$ cat config.mk
export PLATFORM = sky130hd
export DESIGN_NAME = opal_serial_rx
export DESIGN_NICKNAME = d
export VERILOG_FILES = /design/src/rtl/opal_pkg.sv /design/src/rtl/opal_sync.sv /design/src/rtl/opal_serial_rx.sv
export SDC_FILE = /design/constraint.sdc
export NUM_CORES = 1
export LEC_CHECK = 0
export ABC_AREA = 1
export ABC_CLOCK_PERIOD_IN_PS = 1800
export BUFFER_PORTS_ARGS = -buffer_cell sky130_fd_sc_hd__buf_2
export CAP_MARGIN = 15
export CORE_MARGIN = 5
export CORE_UTILIZATION = 51
export DETAILED_ROUTE_END_ITERATION = 10
export HOLD_SLACK_MARGIN = 0.15
export PLACE_DENSITY = 0.75
export SYNTH_ARGS = -nofsm -noshare
export SYNTH_HDL_FRONTEND = slang
export SYNTH_SLANG_ARGS = --single-unit
$ cat constraint.sdc
create_clock -name clk -period 1.8 [get_ports clk]
set_input_delay 0.18 -clock clk [delete_from_list [all_inputs] [get_ports clk]]
set_output_delay 0.18 -clock clk [all_outputs]
set_load 0.02 [all_outputs]
$ cat src/rtl/opal_pkg.sv
// Shared types and default sizing for the opal serial receiver.
package opal_pkg;

    localparam int unsigned NumChDefault        = 24;
    localparam int unsigned WordWidthDefault    = 16;
    localparam int unsigned TimeoutWidthDefault = 12;

    typedef enum logic [2:0] {
        StIdle,
        StWaitHigh,
        StWaitLow,
        StShift,
        StDone,
        StFail
    } opal_state_e;

endpackage

$ cat src/rtl/opal_sync.sv
// Multi-stage flop synchroniser for a bus of asynchronous level signals.
module opal_sync #(
    parameter int unsigned WIDTH  = 1,
    parameter int unsigned STAGES = 2
) (
    input  logic             clk,
    input  logic             rst_n,
    input  logic [WIDTH-1:0] d_i,
    output logic [WIDTH-1:0] q_o
);

    logic [WIDTH-1:0] stage_q [STAGES];

    always_ff @(posedge clk or negedge rst_n) begin
        if (!rst_n) begin
            for (int i = 0; i < STAGES; i++) begin
                stage_q[i] <= '0;
            end
        end else begin
            stage_q[0] <= d_i;
            for (int i = 1; i < STAGES; i++) begin
                stage_q[i] <= stage_q[i-1];
            end
        end
    end

    assign q_o = stage_q[STAGES-1];

endmodule

$ cat src/rtl/opal_serial_rx.sv
// Multi-channel serial frame receiver clocked by an external bit clock.
// Define OPAL_SERIAL_RX_PARITY_EN to add a trailing even-parity bit per channel.
module opal_serial_rx
    import opal_pkg::*;
#(
    parameter int unsigned NUM_CH        = NumChDefault,
    parameter int unsigned WORD_WIDTH    = WordWidthDefault,
    parameter int unsigned TIMEOUT_WIDTH = TimeoutWidthDefault,
    parameter int unsigned SYNC_STAGES   = 2
) (
    input  logic                         clk,
    input  logic                         rst_n,
    input  logic                         i_clk,
    input  logic                         i_enable,
    input  logic [NUM_CH-1:0]            i_data,
    input  logic [TIMEOUT_WIDTH-1:0]     i_timeout,
    output logic [NUM_CH*WORD_WIDTH-1:0] o_data,
    output logic                         o_valid,
    output logic                         o_busy,
    output logic                         o_error
`ifdef OPAL_SERIAL_RX_PARITY_EN
    ,
    output logic [NUM_CH-1:0]            o_parity_err
`endif
);

`ifdef OPAL_SERIAL_RX_PARITY_EN
    localparam int unsigned FrameBits = WORD_WIDTH + 1;
`else
    localparam int unsigned FrameBits = WORD_WIDTH;
`endif
    localparam int unsigned CntWidth = $clog2(FrameBits + 1);
    localparam int unsigned SyncW    = NUM_CH + 2;

    // Synchronised inputs
    logic [SyncW-1:0]  sync_out;
    logic              en_s;
    logic              sclk_s;
    logic [NUM_CH-1:0] data_s;

    opal_sync #(
        .WIDTH  (SyncW),
        .STAGES (SYNC_STAGES)
    ) u_sync (
        .clk   (clk),
        .rst_n (rst_n),
        .d_i   ({i_enable, i_clk, i_data}),
        .q_o   (sync_out)
    );

    assign en_s   = sync_out[NUM_CH+1];
    assign sclk_s = sync_out[NUM_CH];
    assign data_s = sync_out[NUM_CH-1:0];

    // State
    opal_state_e                  state_q, state_d;
    logic [CntWidth-1:0]          bit_cnt_q, bit_cnt_d;
    logic [TIMEOUT_WIDTH-1:0]     tmo_cnt_q, tmo_cnt_d;
    logic [NUM_CH*FrameBits-1:0]  shift_q, shift_d;
    logic [NUM_CH*WORD_WIDTH-1:0] data_q, data_d;
    logic                         valid_q, valid_d;
    logic                         error_q, error_d;

    logic [NUM_CH*FrameBits-1:0]  shift_next;
    logic [NUM_CH*WORD_WIDTH-1:0] frame_data;
    logic                         tmo_hit;
    logic                         last_bit;

`ifdef OPAL_SERIAL_RX_PARITY_EN
    logic [NUM_CH-1:0] perr_q, perr_d;
    logic [NUM_CH-1:0] frame_perr;
`endif

    // Shift-in of the current bit, MSB first; data word sits above any parity bit.
    always_comb begin
        shift_next = '0;
        frame_data = '0;
`ifdef OPAL_SERIAL_RX_PARITY_EN
        frame_perr = '0;
`endif
        for (int k = 0; k < NUM_CH; k++) begin
            shift_next[k*FrameBits +: FrameBits] =
                {shift_q[k*FrameBits +: FrameBits-1], data_s[k]};
            frame_data[k*WORD_WIDTH +: WORD_WIDTH] =
                shift_next[k*FrameBits + (FrameBits - WORD_WIDTH) +: WORD_WIDTH];
`ifdef OPAL_SERIAL_RX_PARITY_EN
            frame_perr[k] = ^shift_next[k*FrameBits +: FrameBits];
`endif
        end
    end

    assign tmo_hit  = (i_timeout != '0) && (tmo_cnt_q == i_timeout);
    assign last_bit = (bit_cnt_q == CntWidth'(FrameBits - 1));

    always_comb begin
        state_d   = state_q;
        bit_cnt_d = bit_cnt_q;
        tmo_cnt_d = tmo_cnt_q;
        shift_d   = shift_q;
        data_d    = data_q;
        valid_d   = 1'b0;
        error_d   = error_q;
`ifdef OPAL_SERIAL_RX_PARITY_EN
        perr_d    = perr_q;
`endif
        unique case (state_q)
            StIdle: begin
                if (en_s) begin
                    state_d   = sclk_s ? StWaitLow : StWaitHigh;
                    bit_cnt_d = '0;
                    tmo_cnt_d = '0;
                    shift_d   = '0;
                    error_d   = 1'b0;
                end
            end
            StWaitHigh: begin
                tmo_cnt_d = tmo_cnt_q + TIMEOUT_WIDTH'(1);
                if (!en_s || tmo_hit) begin
                    state_d = StFail;
                end else if (sclk_s) begin
                    state_d = StWaitLow;
                end
            end
            StWaitLow: begin
                tmo_cnt_d = tmo_cnt_q + TIMEOUT_WIDTH'(1);
                if (!en_s || tmo_hit) begin
                    state_d = StFail;
                end else if (!sclk_s) begin
                    state_d = StShift;
                end
            end
            StShift: begin
                tmo_cnt_d = '0;
                if (!en_s) begin
                    state_d = StFail;
                end else begin
                    shift_d   = shift_next;
                    bit_cnt_d = bit_cnt_q + CntWidth'(1);
                    if (last_bit) begin
                        state_d = StDone;
                        data_d  = frame_data;
                        valid_d = 1'b1;
`ifdef OPAL_SERIAL_RX_PARITY_EN
                        perr_d  = frame_perr;
`endif
                    end else begin
                        state_d = StWaitHigh;
                    end
                end
            end
            StDone: begin
                if (!en_s) begin
                    state_d = StIdle;
                end
            end
            StFail: begin
                error_d = 1'b1;
                state_d = StIdle;
            end
            default: state_d = StIdle;
        endcase
    end

    always_ff @(posedge clk or negedge rst_n) begin
        if (!rst_n) begin
            state_q   <= StIdle;
            bit_cnt_q <= '0;
            tmo_cnt_q <= '0;
            shift_q   <= '0;
            data_q    <= '0;
            valid_q   <= 1'b0;
            error_q   <= 1'b0;
        end else begin
            state_q   <= state_d;
            bit_cnt_q <= bit_cnt_d;
            tmo_cnt_q <= tmo_cnt_d;
            shift_q   <= shift_d;
            data_q    <= data_d;
            valid_q   <= valid_d;
            error_q   <= error_d;
        end
    end

`ifdef OPAL_SERIAL_RX_PARITY_EN
    always_ff @(posedge clk or negedge rst_n) begin
        if (!rst_n) begin
            perr_q <= '0;
        end else begin
            perr_q <= perr_d;
        end
    end

    assign o_parity_err = perr_q;
`endif

    assign o_data  = data_q;
    assign o_valid = valid_q;
    assign o_error = error_q;
    assign o_busy  = (state_q == StWaitHigh) || (state_q == StWaitLow) || (state_q == StShift);

endmodule
Word-level counts from Yosys, hierarchy flattened
Cells that the tools add are included.
Storage, ports and cells
  flip-flop bits (word level): 841
  output and inout port bits: 387
  input bits: 40
  logic and storage cells: 62
Cells by class
  multiplexer cells: 23
  add/sub/neg operators: 2
  equality and inequality tests: 12
  reduce and logical (&&, ||, !) cells: 16
Operators with widths (number)
  $mux 383: 2
  $pmux 383 s2: 1
  $pmux 12 s3: 1
  $mux 3: 8
  $pmux 3 s5: 1
  $add 12x1->12 const B: 1
  $eq 12x12->1: 1
  $mux 12: 1
  $reduce_bool 12->1: 1
  $mux 5: 2
  $pmux 5 s2: 1
  $eq 3x2->1 const B: 2
  $eq 3x3->1 const B: 2
  $reduce_and 3->1: 2
  $add 5x1->5 const B: 1
  $eq 5x4->1 const B: 1
  $mux 1: 4
  $ne 2x1->1 const B: 2
  $reduce_and 2->1: 2
  $reduce_and 4->1: 1
  $reduce_bool 2->1: 2
  $eq 3x1->1 const B: 1
  $logic_not 3->1: 1
  $logic_or 1x1->1: 3
  other kinds (9): 9

Logic depth before layout (Yosys ltp)
Gate-level depths: netlist of run 1.
  depth after elaboration: 5
  depth in mapped cells: 13
  gate-level depth less buffers: 13

By module
A second synthesis of run 1 with hierarchy kept.
Second synthesis, totals
  cells, all modules: 2994
  area, all modules: 29829.9 um^2
By module, submodules not included
  opal_serial_rx: area an instance 28333.4 um^2, instances 1, seq. area each 19168.4 um^2, cells an instance 2916
  opal_sync: area an instance 1496.4 um^2, instances 1, seq. area each 1301.2 um^2, cells an instance 78

Least setup slack after synthesis of run 1
No wires, ideal clock.
  kind: reg2reg
  from: reg bit_cnt_q[0]
  to: reg data_q[102] (netlist: o_data[102])
  arrival: 1616 ps
  stages on the path, launching flop included: 9
  setup time: 132 ps
  period minus slack after synthesis: 1748 ps
  required time: 1668 ps
  path slack: 52 ps
  path buffers: 2
  cells stage by stage: dfrtp_1 -> ha_1 -> nand2_1 -> nor2_1 -> ha_1 -> inv_2 -> clkbuf_1 -> clkbuf_1 -> o21ai_1
On the way
  cells in the longest elaborated chain, start to end: 2
Ends and longest elaborated chain
  start: declaration: line opal_serial_rx.sv:57  | logic [CntWidth-1:0] bit_cnt_q, bit_cnt_d;
  start signal: assignment: line opal_serial_rx.sv:175  | bit_cnt_q <= bit_cnt_d;
  $eq 5x4->1: line opal_serial_rx.sv:93  | assign last_bit = (bit_cnt_q == CntWidth'(FrameBits - 1));
  $reduce_and 3->1 (no source line)
  end signal: assignment: line opal_serial_rx.sv:178  | data_q <= data_d;
  end: declaration: line opal_serial_rx.sv:60  | logic [NUM_CH*WORD_WIDTH-1:0] data_q, data_d;
No other way between the ends.
A chain may end at the register's enable or synchronous reset.

Worst setup path after layout of run 1
  from: reg bit_cnt_q[1]
  to: reg data_q[142] (netlist: o_data[142])
Same word-level chain as after synthesis.

==> results.yml, run 1 <==
pwr:
  power_density_nw_per_um2: 1060
  leakage_nw: 19.9
  worst_ir_drop_vdd_v: 0.00101
global_routing:
  overflow: 0
  grtUsageTotal_pct: 24.1
  grt_max_degree: 100
  antenna_found_initial: 0
  grt_pass1_vias: 22800
  grt_pass1_wl_um: 124000
placed_design:
  io_buffers: 426
  gp_congestion: 0.817
  dp.cells: 4146
  hpwlAfterDp_um: 49500
yosys:
  yosysUniqueCellTypes: 32
  yosysWarnings: 0
  ys_seq_area_share_pct: 68.4
  syn_area_um2: 29900
  synth_cells: 3012
  ys_ff_latch: 818
  syn-num-nets: 3055
  postSynthAreaPerCell_um2: 9.93
critical_path:
  critical-path-max-stage-delay_ns: 0.36
  crit_chain: "ha_2 -> nand2_2 -> nor2_2 -> ha_2 -> nand2_2 -> nor2_4 -> buf_12 -> inv_16 -> buf_16 -> nand2_1 -> o21ai_1"
  cp_top_family: "simple AND/OR/NAND/NOR gates"
  required_ns: 2.29
  start_kind: "flop"
  path_buf_inv: 3
  crit_slowest_cell: "dfrtp_1"
  criticalPathCategory: "reg -> reg"
  cp_max_fo: 12
  cp-end-kind: "flop"
  cp.arrival_ns: 2.37
worst_hold_path:
  hold_path.class: "in -> reg"
floorplan:
  core_area_um2: 57900
  die_area_um2: 63600
  initial_core_util_pct: 51.7
  fp.dieW_um: 252
  die_h_um: 252
  rows: 88
  top_level_ports: 427
clocking:
  clk_path_buf_depth: 3
  clock-sinks: 818
  h-tree-depth: 3
  clk_latency_ns: 0.62
  cts_root_buf: "clkbuf_16"
  clk_pin_slew_ns: 0.06
  numCtsBuffers: 83
  cts_tree: "yes"
final_layout:
  final_core_util_pct: 64.9
  ff_latch_area_um2: 20500
  num_antenna_cells: 0
  area_delta_synth_final_pct: 25.7
  layout.nets: 3572
  multi_input_area_um2: 8210
  nFillCells: 4356
  stdcell_count: 4363
  final_layout_size_suffix_gt1_share_pct: 21.0
drt:
  wl_met2_um: 39700
  met3_length_um: 5780
  wl_met1_um: 33900
  drt-wirelength-per-cell_um: 18.7
  antenna_left: 0
  highest_layer: "met4"
  drt-total-wl_um: 81800
  routed-via-count: 23100
  first_pass_iters: 5
  drtIter0Drc: 1986
  drc_errors: 0
  via_per_inst: 5.29
sta:
  max_freq_mhz: 531
  whs_ns: 0.199
  finalSetupTns_ns: -3.27
  slew_headroom_pct: 68.2
  fin_skew_ns: 0.0177
  period_minus_slack_ns: 1.88
  final_max_slew_viol_count: 0
  rsz0062_at_grt: "true"
  layout_setup_ws_ns: -0.0844
  hold_viol: 0
  finalSetupViolCount: 206
  post-route-period-util_pct: 105
  worst_pin_slew_ns: 0.477
run_status:
  outcome: "complete, but fails checks"
  violations: "negative setup slack"
job:
  max-cap-violations: 0
## logic make-up after synthesis
| group | Yosys count | share of synthesized area (%) |
|---|---|---|
| and+or+nand+nor | 1414 | 18.3 |
| buffers and inverters | 279 | 4.56 |
| xor gates and xnor gates | 3 | 0.0879 |
| AOI/OAI and AO/OA | 495 | 8.54 |
| adders and majority gates | 3 | 0.125 |
| DFF | 818 | 68.4 |
## power by group
part           internal [W]  switching (W)  leakage [nW]
registers            0.0187       0.000151          11.3
clock network       0.00992        0.00743          1.35
logic               0.00107        0.00260          7.20
## final cells by class
type / count / area share [%]
Tap cell: 765 / 2.55
Multi-Input combinational cell: 1915 / 21.8
Clock inverter: 37 / 1.11
Timing Repair Buffer: 595 / 12.5
Timing Repair inverter: 3 / 0.0965
Inverter: 113 / 1.26
Sequential cell: 818 / 54.4
Clock buffer: 117 / 6.21
## final timing paths
kind	start	end	slack (ns)	cells after the start
worst min register to register	u_sync.stage_q[47]	u_sync.q_o[21]	0.35	0
worst max register to register	bit_cnt_q[1]	o_data[142]	-0.08	11
worst min-delay path	i_data[17]	u_sync.stage_q[43]	0.20	2
worst max-delay path	bit_cnt_q[1]	o_data[142]	-0.08	11
max in group asynchronous	rst_n	o_data[181]	0.98	3
min in group asynchronous	rst_n	shift_q[364]	0.31	3
## synthesized netlist by cell type
cell / number / area [µm²]
a21oi_1: 9 / 45.0
a22o_1: 1 / 8.76
a32o_1: 1 / 10.0
and3_1: 1 / 6.26
buf_1: 1 / 3.75
buf_2: 86 / 430
buf_4: 9 / 67.6
buf_6: 23 / 259
clkbuf_1: 47 / 176
dfrtp_1: 818 / 20500
ha_1: 3 / 37.5
inv_1: 105 / 394
inv_2: 7 / 26.3
inv_4: 1 / 6.26
nand2_1: 1337 / 5020
nand2_2: 3 / 18.8
nand2_4: 5 / 56.3
nand3_1: 28 / 140
nand3_2: 1 / 10.0
nand4_1: 1 / 6.26
nor2_1: 21 / 78.8
nor2_2: 1 / 6.26
nor2_4: 3 / 33.8
nor2_8: 1 / 20.0
nor3_1: 9 / 45.0
nor3_2: 1 / 10.0
nor4_1: 2 / 12.5
o21ai_0: 69 / 345
o21ai_1: 380 / 1900
o22ai_1: 16 / 100
o31ai_1: 19 / 143
xor2_1: 3 / 26.3
## per-layer routing
metal	global-route usage, %	up-vias
li1	-	10600
met1	33.5	11400
met2	38.4	855
met3	5.56	147
met4	7.37	0
met5	0	-
## layout by cell type, fill, tap and decap left out, drive strengths merged
cell / n
ha: 3
a21oi: 9
dfrtp: 818
xor2: 3
o21ai: 449
nand2: 1345
nor4: 2
o31ai: 19
clkbuf: 132
o22ai: 16
dlygate4sd3: 29
nand3: 29
nor3: 10
clkinvlp: 5
and3: 1
a32o: 1
clkinv: 20
buf: 551
a22o: 1
inv: 123
nor2: 26
nand4: 1
bufinv: 5
## sequential cells by signal, indices dropped and copies added (netlist names)
| signal | flops |
|---|---|
| shift_q | 360 |
| tmo_cnt_q | 12 |
| o_valid | 1 |
| o_data | 384 |
| o_error | 1 |
| u_sync.stage_q | 26 |
| state_q | 3 |
| bit_cnt_q | 5 |
| u_sync.q_o | 26 |
## repair_timing
action | 4_1_cts | 5_1_grt
setup buffers | 5 | 2
endpoints found under the setup margin | 394 | 628
hold endpoints to repair | 844 | 0
pin swaps | 1 | 2
gates resized for setup | 32 | 47
gates cloned | 8 | 19
hold buffers | 30 | 0
## stage by stage
| stage | setup slack (ns) | cell area, µm² | total power (W) |
|---|---|---|---|
| floorplan | 0.0518 | 29900 | 0.0210 |
| global placement | -0.0804 | 33600 | 0.0226 |
| detailed placement | -0.188 | 33600 | 0.0226 |
| CTS | -0.0937 | 37000 | 0.0399 |
| global route | -0.161 | 37600 | 0.0412 |
| finish | -0.0844 | 37600 | 0.0398 |
(Power assumes the default switching activity.)
==> inputs of run 2 (changes only) <==
- ABC_CLOCK_PERIOD_IN_PS: 1800 -> not set
- BUFFER_PORTS_ARGS: -buffer_cell sky130_fd_sc_hd__buf_2 -> -buffer_cell sky130_fd_sc_hd__buf_4
- SETUP_SLACK_MARGIN: not set -> 0.05
==> run 2 against run 1 <==
Net effect: first-iteration DRC count decreased by 1.2%; worst setup slack got worse by 0.088 ns; sequential cell count unchanged; non-clock buffer count decreased by 5; via count increased by 1.1%; clock power about the same; total power increased by 0.20%; register-to-register slack got worse by 0.09 ns; the flow still finishes with violations (negative setup slack).
==> results.yml, run 2 (synthesized netlist as in run 1, its figures left out) <==
drt:
  antenna_left: 0
  drtIter0Drc: 1962
  drc_errors: 0
  drt-wirelength-per-cell_um: 19.2
  routed-via-count: 23300
  first_pass_iters: 8
  drt-total-wl_um: 83500
  via_per_inst: 5.36
sta:
  fin_skew_ns: 0.0223
  slew_headroom_pct: 68.0
  hold_viol: 0
  period_minus_slack_ns: 1.97
  rsz0062_at_grt: "true"
  post-route-period-util_pct: 110
  final_max_slew_viol_count: 0
  finalSetupViolCount: 381
  whs_ns: 0.211
  layout_setup_ws_ns: -0.173
  max_freq_mhz: 507
  worst_pin_slew_ns: 0.480
job:
  max-cap-violations: 0
clocking:
  clk_path_buf_depth: 3
  cts_tree: "yes"
  numCtsBuffers: 81
  clk_pin_slew_ns: 0.07
  h-tree-depth: 3
  clock-sinks: 818
  cts_root_buf: "clkbuf_16"
  clk_latency_ns: 0.62
critical_path:
  cp.arrival_ns: 2.47
  criticalPathCategory: "reg -> reg"
  cp_max_fo: 11
  required_ns: 2.30
  cp-end-kind: "flop"
  crit_slowest_cell: "dfrtp_1"
  cp_top_family: "simple AND/OR/NAND/NOR gates"
  start_kind: "flop"
  path_buf_inv: 3
  crit_chain: "ha_2 -> nand2_2 -> nor2_2 -> ha_2 -> nand2_2 -> nor2_4 -> buf_12 -> clkinv_16 -> clkbuf_16 -> nand2_1 -> o21ai_1"
  critical-path-max-stage-delay_ns: 0.35
global_routing:
  grtUsageTotal_pct: 25.0
  overflow: 0
  grt_pass1_vias: 23400
  grt_pass1_wl_um: 128000
  antenna_found_initial: 2
  grt_max_degree: 91
pwr:
  worst_ir_drop_vdd_v: 0.000865
  leakage_nw: 19.7
  power_density_nw_per_um2: 1040
final_layout:
  nFillCells: 4316
  most-common-layout-cells: "nand2_1 (1306), dfrtp_1 (817), buf_4 (494)"
  final_core_util_pct: 66.3
  largest_reg_flops: 384
  area_delta_synth_final_pct: 28.4
  final_layout_size_suffix_gt1_share_pct: 21.9
  finalInstanceArea_um2: 38400
  stdcell_count: 4355
  layout.nets: 3565
  layout.cells.most_common: "nand2_1"
placed_design:
  gp_congestion: 0.821
  dp.cells: 4153
  dpl-instance-area_um2: 34600
  hpwlAfterDp_um: 51200
  io_buffers: 426
floorplan:
  fp.dieW_um: 252
  top_level_ports: 427
  rows: 88
  die_area_um2: 63600
  initial_core_util_pct: 51.7
  die_h_um: 252
  core_area_um2: 57900
run_status:
  violations: "negative setup slack"
  outcome: "complete, but fails checks"
worst_hold_path:
  hold_path.class: "in -> reg"
-- run 2: routing by layer --
metal  GRT usage, %  vias to the layer above  wire length (µm)
met5              0                        -                 0
li1               -                    10600                 -
met1           34.3                    11700             34000
met4           8.87                        0              2820
met3           4.25                      200              5100
met2           40.9                      825             41600
-- run 2: final timing paths --
path                                         start                 end  slack, ns  cells past startpoint
worst min-delay path                    i_data[22]  u_sync.stage_q[48]       0.21                      2
min in group asynchronous                    rst_n        tmo_cnt_q[8]       0.28                      3
worst max-delay path                  bit_cnt_q[1]         o_data[301]      -0.17                     11
worst min register to register  u_sync.stage_q[28]       u_sync.q_o[2]       0.35                      0
worst max register to register        bit_cnt_q[1]         o_data[301]      -0.17                     11
max in group asynchronous                    rst_n          o_data[82]       1.02                      3
-- run 2: cell type report --
type                            count  area, µm²  area share, %
Multi-Input combinational cell   1915       8250           21.5
Antenna cell                        2       5.00         0.0130
Sequential cell                   818      20500           53.3
Tap cell                          765        957           2.49
Timing Repair inverter              3       61.3          0.160
Inverter                          113        475           1.24
Clock buffer                      114       2400           6.26
Clock inverter                     35        389           1.01
Timing Repair Buffer              590       5400           14.1
-- run 2: stage by stage --
stage	TNS, ns	setup slack, ns	total power (W)
final	-41.48	-0.173	0.0399
after global routing	-87.11	-0.292	0.0412
after CTS	-8.17	-0.102	0.0401
after detailed placement	-36.71	-0.165	0.0227
after global placement	-1.38	-0.0357	0.0226
after floorplan	0	0.0518	0.0210
-- run 2: repair_timing --
action | in CTS | in global routing
gates resized for setup | 25 | 71
hold endpoints to repair | 655 | 0
buffers inserted | 7 | 2
hold buffers | 28 | 0
pin swaps | 2 | 4
endpoints found under the setup margin | 385 | 564
gates cloned | 6 | 12
-- run 2: power breakdown --
| part | switching, W | internal (W) |
|---|---|---|
| sequential | 0.000160 | 0.0187 |
| clock | 0.00726 | 0.0102 |
| combinational | 0.00252 | 0.00107 |
| total | 0.00994 | 0.0300 |
